[src/rtl/cmt_pkg.sv]
// cmt_pkg: shared definitions for the clock-management-tile sequencer.
//   cmt_state_e   - sequencer state encoding
//   SRC_*         - clock mux source codes (SRC_ILLEGAL is accepted and dropped)
//   cmt_max3()    - largest of three ints, used to size the shared counter
package cmt_pkg;

  typedef enum logic [2:0] {
    ST_RST       = 3'd0,
    ST_WAIT_LOCK = 3'd1,
    ST_RUN       = 3'd2,
    ST_GATE_OFF  = 3'd3,
    ST_SWITCH    = 3'd4,
    ST_GATE_ON   = 3'd5,
    ST_FAULT     = 3'd6
  } cmt_state_e;

  localparam logic [1:0] SRC_CLK     = 2'd0;
  localparam logic [1:0] SRC_CLK1    = 2'd1;
  localparam logic [1:0] SRC_CLK2    = 2'd2;
  localparam logic [1:0] SRC_ILLEGAL = 2'd3;

  function automatic int cmt_max3(input int a, input int b, input int c);
    int m;
    m = (a > b) ? a : b;
    return (m > c) ? m : c;
  endfunction

endpackage

[src/rtl/sync2.sv]
// sync2: two-flop synchronizer for a single asynchronous level.
//   clk   - destination clock
//   rst_n - asynchronous active-low clear (both flops to 0)
//   d     - asynchronous input
//   q     - synchronized output, two rising edges of latency
module sync2 (
  input  logic clk,
  input  logic rst_n,
  input  logic d,
  output logic q
);

  logic meta;

  always_ff @(posedge clk or negedge rst_n) begin
    if (!rst_n) begin
      meta <= 1'b0;
      q    <= 1'b0;
    end else begin
      meta <= d;
      q    <= meta;
    end
  end

endmodule

[src/rtl/cmt_seq_ctrl.sv]
// cmt_seq_ctrl: brings up a clock-management tile (reset, wait for lock,
// bounded retries) and performs glitch-free clock mux source switches.
//   clk        - CMT input clock
//   rst_n      - asynchronous active-low reset
//   locked     - CMT LOCKED, asynchronous, synchronized internally
//   sel_req    - requested mux source (3 is illegal and dropped)
//   sel_valid  - sel_req valid; accepted when sel_ready is high
//   sel_ready  - high only in RUN
//   cmt_reset  - active-high reset to the CMT
//   mux_sel    - clock mux select
//   mux_en     - output clock gate enable
//   running    - high only in RUN
//   fault      - high in FAULT (absorbing until rst_n)
//   retry_cnt  - reset attempts consumed since last RUN
//
// state     | meaning
// RST       | cmt_reset held for RST_CYCLES
// WAIT_LOCK | cmt_reset released, waiting up to LOCK_TIMEOUT for lock
// RUN       | output clock enabled, accepting source requests
// GATE_OFF  | gate closed for SETTLE_CYCLES before the select moves
// SWITCH    | one cycle, select takes the latched request
// GATE_ON   | gate still closed for SETTLE_CYCLES after the select moved
// FAULT     | retries exhausted, CMT held in reset until rst_n
module cmt_seq_ctrl
  import cmt_pkg::*;
#(
  parameter int RST_CYCLES    = 16,
  parameter int LOCK_TIMEOUT  = 1024,
  parameter int SETTLE_CYCLES = 8,
  parameter int MAX_RETRY     = 3
) (
  input  logic       clk,
  input  logic       rst_n,
  input  logic       locked,
  input  logic [1:0] sel_req,
  input  logic       sel_valid,
  output logic       sel_ready,
  output logic       cmt_reset,
  output logic [1:0] mux_sel,
  output logic       mux_en,
  output logic       running,
  output logic       fault,
  output logic [1:0] retry_cnt
);

  localparam int CNT_W = $clog2(cmt_max3(RST_CYCLES, LOCK_TIMEOUT, SETTLE_CYCLES)) + 1;
  localparam logic [CNT_W-1:0] RST_TC    = CNT_W'(RST_CYCLES - 1);
  localparam logic [CNT_W-1:0] LOCK_TC   = CNT_W'(LOCK_TIMEOUT - 1);
  localparam logic [CNT_W-1:0] SETTLE_TC = CNT_W'(SETTLE_CYCLES - 1);
  localparam logic [CNT_W-1:0] CNT_MAX   = '1;

  cmt_state_e       state_q, state_d;
  logic [CNT_W-1:0] cnt_q;
  logic [1:0]       req_q, req_d;
  logic [1:0]       retry_d;
  logic             locked_s;
  logic             accept;

  sync2 u_sync_locked (
    .clk   (clk),
    .rst_n (rst_n),
    .d     (locked),
    .q     (locked_s)
  );

  assign accept = sel_valid && sel_ready;

  // Lock loss is checked before any request in the clocked states, so a
  // request accepted in the same cycle is simply dropped.
  always_comb begin
    state_d = state_q;
    req_d   = req_q;
    retry_d = retry_cnt;
    case (state_q)
      ST_RST: begin
        if (cnt_q == RST_TC) state_d = ST_WAIT_LOCK;
      end
      ST_WAIT_LOCK: begin
        if (locked_s) begin
          state_d = ST_RUN;
        end else if (cnt_q == LOCK_TC) begin
          retry_d = (retry_cnt == 2'b11) ? retry_cnt : retry_cnt + 2'd1;
          state_d = (int'(retry_cnt) + 1 >= MAX_RETRY) ? ST_FAULT : ST_RST;
        end
      end
      ST_RUN: begin
        if (!locked_s) begin
          state_d = ST_RST;
        end else if (accept && sel_req != SRC_ILLEGAL && sel_req != mux_sel) begin
          req_d   = sel_req;
          state_d = ST_GATE_OFF;
        end
      end
      ST_GATE_OFF: begin
        if (!locked_s)                state_d = ST_RST;
        else if (cnt_q == SETTLE_TC)  state_d = ST_SWITCH;
      end
      ST_SWITCH: begin
        if (!locked_s) state_d = ST_RST;
        else           state_d = ST_GATE_ON;
      end
      ST_GATE_ON: begin
        if (!locked_s)                state_d = ST_RST;
        else if (cnt_q == SETTLE_TC)  state_d = ST_RUN;
      end
      ST_FAULT: state_d = ST_FAULT;
      default:  state_d = ST_RST;
    endcase
    if (state_d == ST_RUN) retry_d = 2'd0;
  end

  // Outputs are registered from the next state so they line up with the
  // state register; mux_sel only moves on the edge that enters SWITCH.
  always_ff @(posedge clk or negedge rst_n) begin
    if (!rst_n) begin
      state_q   <= ST_RST;
      cnt_q     <= '0;
      req_q     <= SRC_CLK;
      sel_ready <= 1'b0;
      cmt_reset <= 1'b1;
      mux_sel   <= SRC_CLK;
      mux_en    <= 1'b0;
      running   <= 1'b0;
      fault     <= 1'b0;
      retry_cnt <= 2'd0;
    end else begin
      state_q   <= state_d;
      req_q     <= req_d;
      retry_cnt <= retry_d;
      if (state_d != state_q)  cnt_q <= '0;
      else if (cnt_q != CNT_MAX) cnt_q <= cnt_q + CNT_W'(1);
      cmt_reset <= (state_d == ST_RST) || (state_d == ST_FAULT);
      sel_ready <= (state_d == ST_RUN);
      mux_en    <= (state_d == ST_RUN);
      running   <= (state_d == ST_RUN);
      fault     <= (state_d == ST_FAULT);
      if (state_d == ST_SWITCH) mux_sel <= req_q;
    end
  end

endmodule

[config.mk]
export PLATFORM = sky130hd
export DESIGN_NAME = cmt_seq_ctrl
export DESIGN_NICKNAME = d
export VERILOG_FILES = /design/src/rtl/cmt_pkg.sv /design/src/rtl/sync2.sv /design/src/rtl/cmt_seq_ctrl.sv
export SDC_FILE = /design/constraint.sdc
export NUM_CORES = 1
export LEC_CHECK = 0
export BUFFER_PORTS_ARGS = -buffer_cell sky130_fd_sc_hd__buf_2
export CAP_MARGIN = 30
export CORE_ASPECT_RATIO = 2
export CORE_MARGIN = 8
export CORE_UTILIZATION = 45
export CTS_CLUSTER_DIAMETER = 80
export DETAILED_ROUTE_END_ITERATION = 8
export GPL_TIMING_DRIVEN = 0
export HOLD_SLACK_MARGIN = 0.06
export PLACE_DENSITY = 0.73
export SETUP_SLACK_MARGIN = 0.5
export SYNTH_ARGS = -nofsm -noshare
export SYNTH_HDL_FRONTEND = slang
export SYNTH_SLANG_ARGS = --single-unit
[constraint.sdc]
create_clock -name clk -period 4.03 [get_ports clk]
set_input_delay 0.403 -clock clk [delete_from_list [all_inputs] [get_ports clk]]
set_output_delay 0.403 -clock clk [all_outputs]
set_load 0.05 [all_outputs]
==> flow_summary.yaml <==
status:
  status: "completed"
routing:
  routed_via_density: 5.74
  drt_drc_violations_left: 0
  ant_nets: 0
  vias: 1080
  wl_mm: 2.89
  drt_iter0_markers: 33
  dr.pass1.iters: 4
  wl_per_cell_um: 15.4
synth:
  synth-seq-cells: 25
  synth-edff-count: 0
  netlist_area_um2: 1380
  synth_cell_types: 46
  syn_avg_cell_area_um2: 9.82
  synth_ff_type: "dfrtp_1"
  synth_area_leaders: "dfrtp_1 44%, nor2_1 4.4%, nand2_1 3.8%"
  seq_area_frac_synth: 0.456
  synth_cells: 140
  synth_top_area_frac: 0.437
  syn-num-nets: 149
  synth_async_sr_flop_share: 1.00
  synth_top_area_cell: "dfrtp_1"
  synth_warnings: 0
global_routing:
  track_usage: 0.126
  grt_pass1_vias: 1100
  grt_pass1_wl_mm: 4.91
  antenna_found_initial: 0
  gr-total-overflow: 0
  grt_max_degree: 26
cts:
  numClockSinks: 25
  clkTransAtPathRegs_ps: 80
  cts_tree: "done"
  insertion_delay_ps: 270
  postCtsSetupBuffers: 0
  cts_buffer_depth: 2
  ctsHoldBuffers: 0
  cts_buffers: 3
  root_buffer: "clkbuf_8"
  htreeDepth: 1
  ctsResizeCount: 0
sta:
  timing.hold.ws_ps: 116
  worstMarginPinSlew_ps: 561
  period_needed_ps: 2380
  rsz0062_at_grt: "no"
  hold_viol: 0
  fin_skew_ps: 1.24
  slew_viol_final: 0
  setup_viol: 0
  period_share: 0.590
  maxSlewHeadroom: 0.626
  fin_setup_tns_ps: 0
  fmax_mhz: 421
floorplan:
  dieArea_um2: 5190
  core_um2: 2940
  die_w_um: 55.1
  row_count: 28
  fp.dieH_um: 94.2
  start_util: 0.467
  pin_count: 15
hold_path:
  hp-class: "input port to asynchronous set/reset pin"
cells_and_area:
  layout.nets: 168
  drive_gt1_frac: 0.203
  mostFrequentLayoutCells: "24 x dfrtp_1, 16 x nor2_1, 15 x buf_2, 14 x nand2_1"
  final_common_cell: "dfrtp_1"
  n_antenna_cell: 0
  syn2layout_area_growth_pct: 11.2
job:
  cap_violations: 0
worst_setup_path:
  path_depth: 8
  endpoint_kind: "flip-flop"
  slowest_delay_ps: 440
  cp_num_buf_inv: 1
  required_ps: 4190
  rr_worst_depth: 8
  cp.arrival_ps: 2530
  setup.worst_path.start_class: "flip-flop"
  worstSetupPathType: "flip-flop to flip-flop"
  crit_start: "cnt_q[0]"
  r2r_start: "cnt_q[0]"
  path_max_fanout: 6
  crit_family: "simple AND/OR/NAND/NOR gates"
  crit_chain: "ha_1 > and4_1 > clkbuf_1 > and3_4 > a32o_1 > or3b_4 > nor3b_4 > nor2_1"
  critPathSlowestCell: "or3b_4"
placed_design:
  dp_hpwl_mm: 2.20
  place.gp.congestion: 0.826
  io_buffers: 14
pwr:
  power.leakage_nw: 0.711
  irDropWorstVdd_v: 0.000320
  powerDensity_nw_per_um2: 556
## path summary, 6_finish.rpt
check	endpoint	slack [ps]
worst max register to register	retry_cnt[0]	1650
worst min register to register	u_sync_locked.q	350
worst max-delay path	retry_cnt[0]	1650
max in group asynchronous	cnt_q[0]	3540
worst min-delay path	u_sync_locked.q	120
min in group clk	u_sync_locked.meta	230
## logic make-up after synthesis
group           synth area share
buf+inv                   0.0500
flops                      0.456
fa+ha+maj                 0.0273
mux                       0.0237
compound gates            0.0874
xor+xnor                  0.0701
simple gates               0.286
## layout make-up
class / instances / area (um^2)
Multi-Input combinational cell: 101 / 679
Fill cell: 290 / 1410
Sequential cell: 25 / 627
Buffer: 10 / 53.8
Inverter: 4 / 15.0
Clock inverter: 1 / 5.00
Tap cell: 30 / 37.5
Timing Repair Buffer: 14 / 70.1
Clock buffer: 3 / 41.3
## where the power goes
| part | internal (mW) | switching [mW] |
|---|---|---|
| Clock | 0.0692 | 0.0769 |
| Combinational | 0.124 | 0.221 |
| Sequential | 0.305 | 0.0531 |
| Total | 0.498 | 0.351 |
## per-layer routing
metal,global-route usage,vias up,share of wire
met4,0.0706,0,0.036
li1,-,528,-
met5,0,-,0
met2,0.215,28,0.55
met1,0.126,515,0.37
met3,0.0333,9,0.045
## synthesized netlist by cell type, drive strengths merged, types with 4 or more instances
| library cell | instances |
|---|---|
| nand2 | 14 |
| o21ai | 4 |
| buf | 4 |
| nand3 | 6 |
| inv | 4 |
| a21oi | 5 |
| clkbuf | 6 |
| xnor2 | 5 |
| xor2 | 6 |
| dfrtp | 24 |
| nor2 | 16 |
| nand4 | 4 |
## state kept, by name, summed over array words and instances (netlist names)
register	flops
mux_sel	2
req_q	2
u_sync_locked.meta	1
running	1
retry_cnt	2
cnt_q	11
u_sync_locked.q	1
fault	1
state_q	3
cmt_reset	1
## worst reg2reg max path, cell delays in order, from the launching register on
cell and delay [ps]:
dfrtp_1 410, ha_1 250, and4_1 160, clkbuf_1 160, and3_4 210, a32o_1 270
or3b_4 440, nor3b_4 280, nor2_1 80
## through the flow
step	utilization	cell area [um^2]	worst slack (ps)	power [mW]	cells
floorplan	-	1380	1850	0.622	140
global placement	0.504	1480	1700	0.693	184
detailed placement	0.504	1480	1680	0.708	184
CTS	0.520	1530	1660	0.856	188
global route	0.520	1530	1540	0.915	188
finish	0.520	1530	1650	0.849	188
(Power assumes the default switching activity.)
